## config.mk

```make
export PLATFORM = sky130hd
export DESIGN_NAME = multicycle_control_unit
export DESIGN_NICKNAME = d
export VERILOG_FILES = /design/src/rtl/multicycle_control_unit_pkg.sv /design/src/rtl/multicycle_control_unit_op_decoder.sv /design/src/rtl/multicycle_control_unit.sv
export SDC_FILE = /design/constraint.sdc
export NUM_CORES = 1
export LEC_CHECK = 0
export CAP_MARGIN = 15
export CORE_ASPECT_RATIO = 0.8
export CORE_MARGIN = 1.5
export CORE_UTILIZATION = 42
export DETAILED_ROUTE_END_ITERATION = 10
export GPL_TIMING_DRIVEN = 0
export PLACE_DENSITY = 0.75
export SYNTH_ARGS = -nofsm -noshare
export SYNTH_HDL_FRONTEND = slang
export SYNTH_SLANG_ARGS = --single-unit
```

## constraint.sdc

```tcl
create_clock -name clk -period 3.1 [get_ports clk]
set_input_delay 0.31 -clock clk [delete_from_list [all_inputs] [get_ports clk]]
set_output_delay 0.31 -clock clk [all_outputs]
set_load 0.02 [all_outputs]
```

## src/rtl/multicycle_control_unit_pkg.sv

```systemverilog
// multicycle_control_unit_pkg: REDUX-V opcodes, control-bit indices, FSM states, decode classes
package multicycle_control_unit_pkg;
  localparam int OP_W = 4;
  localparam int ULA_W = 3;
  localparam logic [3:0] OPC_BRZR = 4'd0;
  localparam logic [3:0] OPC_JI = 4'd1;
  localparam logic [3:0] OPC_LD = 4'd2;
  localparam logic [3:0] OPC_ST = 4'd3;
  localparam logic [3:0] OPC_ADDI = 4'd4;
  localparam logic [3:0] OPC_PUSH = 4'd5;
  localparam logic [3:0] OPC_POP = 4'd6;
  localparam logic [3:0] OPC_MOV = 4'd7;
  localparam logic [3:0] OPC_NOT = 4'd8;
  localparam logic [3:0] OPC_ADD = 4'd12;
  localparam int BR = 0;
  localparam int J = 1;
  localparam int RA = 2;
  localparam int RE = 3;
  localparam int DM = 4;
  localparam int WE = 5;
  localparam int SE = 6;
  localparam int SP = 7;
  localparam int SPR = 8;
  typedef logic [0:9] sig_t;
  typedef enum logic [2:0] {S_IDLE, S_FETCH, S_DECODE, S_EXEC, S_MEM, S_WB, S_FAULT} state_e;
  typedef enum logic [2:0] {C_BRANCH, C_JUMP, C_MEM_RD, C_MEM_WR, C_ALU} cls_e;
  function automatic int unsigned alu_sel(logic [3:0] o, int w);
    return 32'(o) & ~(32'd1 << w);
  endfunction
endpackage

```

## src/rtl/multicycle_control_unit_op_decoder.sv

```systemverilog
// multicycle_control_unit_op_decoder: latched opcode ir -> raw control set, ula, class, illegal
module multicycle_control_unit_op_decoder
  import multicycle_control_unit_pkg::*;
#(
  parameter int OP = OP_W,
  parameter int ULA_OP = ULA_W
) (
  input  logic [OP-1:0]     ir,
  output logic [0:9]        set,
  output logic [ULA_OP-1:0] ula,
  output cls_e              cls,
  output logic              illegal
);
  logic [3:0] o;
  always_comb begin
    o = ir[3:0];
    illegal = 32'(ir) > 32'd15;
    set = '0;
    ula = '0;
    cls = C_ALU;
    case (o)
      OPC_BRZR: begin set[BR] = 1'b1; cls = C_BRANCH; end
      OPC_JI: begin set[J] = 1'b1; cls = C_JUMP; end
      OPC_LD: begin set[RA] = 1'b1; set[RE] = 1'b1; set[DM] = 1'b1; cls = C_MEM_RD; end
      OPC_ST: begin set[WE] = 1'b1; cls = C_MEM_WR; end
      OPC_ADDI: begin
        set[RA] = 1'b1; set[SE] = 1'b1; set[RE] = 1'b1;
        ula = ULA_OP'(alu_sel(OPC_ADD, ULA_OP));
      end
      OPC_PUSH: begin
        set[RA] = 1'b1; set[RE] = 1'b1; set[WE] = 1'b1; set[DM] = 1'b1; set[SP] = 1'b1;
        cls = C_MEM_WR;
      end
      OPC_POP: begin
        set[RE] = 1'b1; set[DM] = 1'b1; set[SP] = 1'b1; set[SPR] = 1'b1;
        cls = C_MEM_RD;
      end
      OPC_MOV: set[RE] = 1'b1;
      default: begin
        set[RE] = 1'b1;
        ula = (o >= OPC_NOT) ? ULA_OP'(alu_sel(o, ULA_OP)) : '0;
      end
    endcase
  end
endmodule

```

## src/rtl/multicycle_control_unit.sv

```systemverilog
// multicycle_control_unit: REDUX-V FETCH/DECODE/EXECUTE/MEM/WB sequencer; run/op/zero/mem_ready in, stage-qualified controls, instr_done, sticky fault out
module multicycle_control_unit
  import multicycle_control_unit_pkg::*;
#(
  parameter int OP = OP_W,
  parameter int ULA_OP = ULA_W,
  parameter int MAX_WAIT = 15
) (
  input  logic              clk,
  input  logic              rst,
  input  logic              run,
  input  logic [OP-1:0]     op,
  input  logic              zero,
  input  logic              mem_ready,
  output logic              mem_req,
  output logic              ir_we,
  output logic              pc_we,
  output logic [0:9]        signals,
  output logic [ULA_OP-1:0] ula_op,
  output logic              instr_done,
  output logic              fault
);
  localparam int CW = $clog2(MAX_WAIT + 1);
  state_e state_q, state_d, done_to;
  logic [OP-1:0] ir_q, ir_d;
  logic [CW-1:0] cnt_q, cnt_d;
  logic [0:9] set;
  logic [ULA_OP-1:0] ula;
  cls_e cls;
  logic illegal, in_mem, timeout, active, short_op;
  multicycle_control_unit_op_decoder #(.OP(OP), .ULA_OP(ULA_OP)) u_dec (
    .ir(ir_q), .set(set), .ula(ula), .cls(cls), .illegal(illegal)
  );
  always_comb begin
    in_mem = state_q == S_FETCH || state_q == S_MEM;
    timeout = in_mem && !mem_ready && cnt_q == CW'(MAX_WAIT);
    short_op = cls == C_BRANCH || cls == C_JUMP;
    done_to = run ? S_FETCH : S_IDLE;
    state_d = state_q;
    case (state_q)
      S_IDLE: state_d = run ? S_FETCH : S_IDLE;
      S_FETCH: state_d = timeout ? S_FAULT : mem_ready ? S_DECODE : S_FETCH;
      S_DECODE: state_d = illegal ? S_FAULT : S_EXEC;
      S_EXEC: state_d = short_op ? done_to : (cls == C_ALU) ? S_WB : S_MEM;
      S_MEM: state_d = timeout ? S_FAULT : !mem_ready ? S_MEM : set[RE] ? S_WB : done_to;
      S_WB: state_d = done_to;
      default: state_d = S_FAULT;
    endcase
    // counter only survives while waiting in the same memory state, so any entry reloads it to 0
    cnt_d = (in_mem && !mem_ready && state_d == state_q) ? cnt_q + 1'b1 : '0;
    ir_d = (state_q == S_FETCH && mem_ready) ? op : ir_q;
    active = !illegal && (state_q inside {S_DECODE, S_EXEC, S_MEM, S_WB});
    mem_req = in_mem;
    ir_we = state_q == S_FETCH && mem_ready;
    pc_we = ir_we || (state_q == S_EXEC && (cls == C_JUMP || (cls == C_BRANCH && zero)));
    signals = '0;
    signals[RA] = active && set[RA];
    signals[SE] = active && set[SE];
    signals[SP] = active && set[SP];
    signals[SPR] = active && set[SPR];
    signals[BR] = state_q == S_EXEC && set[BR] && zero;
    signals[J] = state_q == S_EXEC && set[J];
    signals[DM] = state_q == S_MEM && set[DM];
    signals[WE] = state_q == S_MEM && set[WE];
    signals[RE] = state_q == S_WB && set[RE];
    ula_op = (state_q inside {S_EXEC, S_MEM, S_WB}) ? ula : '0;
    // stores finish in MEM; everything that writes a register finishes in WB
    instr_done = (state_q == S_EXEC && short_op) || (state_q == S_MEM && mem_ready && !set[RE])
                 || state_q == S_WB;
    fault = state_q == S_FAULT;
  end
  always_ff @(posedge clk) begin
    if (rst) begin
      state_q <= S_IDLE;
      ir_q <= '0;
      cnt_q <= '0;
    end else begin
      state_q <= state_d;
      ir_q <= ir_d;
      cnt_q <= cnt_d;
    end
  end
endmodule
```

==> impl_metrics.json <==
{
  "grt.total_usage": 0.197,
  "drt_iter0_drc": 27,
  "fp.dieArea_um2": 2150,
  "htreeDepth": 1,
  "drt-pass1-iter-count": 4,
  "yosysTopAreaCell": "dfxtp_1",
  "gr-total-overflow": 0,
  "die_h_um": 41.8,
  "clock_latency_ps": 270,
  "clk_path_buf_depth": 2,
  "power.density_nw_per_um2": 308,
  "syn_area_per_cell_um2": 7.52,
  "maxCapViolations": 0,
  "io_buffers": 24,
  "vdd_drop_max_v": 0.000179,
  "fin_skew_ps": 6.68,
  "cts-resized-gates": 0,
  "syn_area_um2": 790,
  "initial_core_util": 0.467,
  "p_total_w": 0.000334,
  "finalMaxSlewViolations": 0,
  "synthTopCellsByArea": "dfxtp_1 (28%), nor2_1 (7.6%), nand2b_1 (5.5%)",
  "drc_errors": 0,
  "synth_commonest_cells": "nor2_1 (16), dfxtp_1 (11), a21oi_1 (7), nand2b_1 (7), nand2_1 (5)",
  "critPathArrivalTime_ps": 2190,
  "finalHoldViolations": 0,
  "holdBufCountCts": 0,
  "hpwl_um": 1510,
  "wl_per_cell_um": 13.1,
  "dr_total_vias": 846,
  "num_rows": 13,
  "viasPerCell": 5.46,
  "start_kind": "register",
  "setup.worst_path.class": "register to output pin",
  "hold_class": "input port to register",
  "synth-edff-count": 0,
  "p_leak_nw": 0.405,
  "fin_crit_ps": 2500,
  "nets": 144,
  "cp-end-kind": "output pin",
  "synth-async-reset-ratio": 0,
  "drt-total-wl_um": 2030,
  "fin_crit_sh": 0.806,
  "path_buf_inv": 1,
  "cts_buffers": 3,
  "ant_nets": 0,
  "synth_nets": 115,
  "gp_congestion": 0.842,
  "place_area_um2": 1060,
  "crit_path_top_delay_cell": "clkdlybuf4s50_1",
  "ctsRootBufferMaster": "clkbuf_4",
  "cp.required_ps": 2790,
  "grt_start_max_net_pins": 11,
  "diodes": 0,
  "die_width_um": 51.5,
  "synth_most_common_cell": "nor2_1",
  "cts_tree": "done",
  "path_clk_slew_ps": 80,
  "status": "complete, no violations",
  "hold_slack_ps": 380,
  "core-area_um2": 1690,
  "ys.flop_type": "dfxtp_1",
  "postCtsSetupBuffers": 0,
  "grt_pass1_vias": 744,
  "synthDistinctLibCells": 39,
  "max_freq_ghz": 0.400,
  "layout-drive-gt1-share": 0.0977,
  "worst-path-max-fanout": 4,
  "ys_ff_latch": 11,
  "cp_cell_sequence": "and2b_2 > nand2_2 > or4_4 > o21bai_1 > clkdlybuf4s50_1",
  "rsz0062_at_grt": "no",
  "synth_top_area_share": 0.279,
  "antenna_found_initial": 0,
  "syn_inst": 105,
  "setup_violations": 0,
  "yosysSeqAreaShare": 0.279,
  "cp_top_family": "simple AND/OR/NAND/NOR gates",
  "cts.sinks": 11,
  "setup_tns_ps": 0,
  "critPathMaxStageDelay_ps": 620,
  "ys_warn_count": 0,
  "grt_pass1_wl_um": 3280,
  "syn_to_final_growth_pct": 37.4,
  "design_area_um2": 1080,
  "io_pins": 27
}
[worst paths after layout]
path | endpoint | slack [ps] | depth (start not counted) | start
max | pc_we | 600 | 5 | state_q[0]$_SDFF_PP0_
min | ir_q[2]$_SDFFE_PP0P_ | 380 | 2 | rst
max reg2reg | state_q[2]$_SDFF_PP0_ | 1570 | 5 | ir_q[2]$_SDFFE_PP0P_
min reg2reg | cnt_q[0]$_SDFF_PP0_ | 460 | 1 | cnt_q[0]$_SDFF_PP0_
[routing by layer]
metal,share of wire,GRT usage,up-vias
li1,-,-,421
met1,0.49,0.281,394
met2,0.45,0.287,29
met3,0.056,0.0719,2
met4,0.0059,0.0316,0
met5,0,0,-
[placed cells by master (no fill, tap or decap), types with 4 or more instances in the layout]
cell type        instances
nor2_1                  16
clkbuf_1                 4
nand2_1                  5
o21ai_0                  4
dfxtp_1                 11
clkdlybuf4s50_1         24
nand2b_1                 7
a21oi_1                  7
mux2i_1                  4
and3_1                   4
[flip-flops by register name, summed over array words and instances, names as in the netlist]
| signal | count |
|---|---|
| cnt_q | 4 |
| state_q | 3 |
| ir_q | 4 |
[cell type report]
class	count	area, um2
inverters	3	11.3
multi-input cells	82	510
flip-flops and latches	11	220
repair buffers	24	240
plain buffers	9	47.5
well taps	22	27.5
fillers	155	607
clock buffers	3	22.5
clock inverters	1	5.00
[where the power goes]
part           switching (W)  internal [W]  leakage [nW]
Sequential        0.00000549      0.000147        0.0893
Combinational      0.0000469     0.0000371         0.298
Clock              0.0000500     0.0000478        0.0177
[cell families after synthesis]
logic type / synth area share
AO/OA/AOI/OAI: 0.192
flip-flops: 0.279
adder cells (fa/ha/maj): 0.0158
multiplexers: 0.0507
other: 0.00475
AND/OR/NAND/NOR: 0.361
buffers and inverters: 0.0745
XOR/XNOR: 0.0222
[through the flow]
step / instances / util / setup WS (ps)
3_3_place_gp: 151 / 0.625 / 667
4_1_cts: 155 / 0.641 / 594
2_1_floorplan: 105 / - / 1020
6_report: 155 / 0.641 / 601
3_5_place_dp: 151 / 0.625 / 660
5_1_grt: 155 / 0.641 / 511
(Power assumes the default switching activity.)
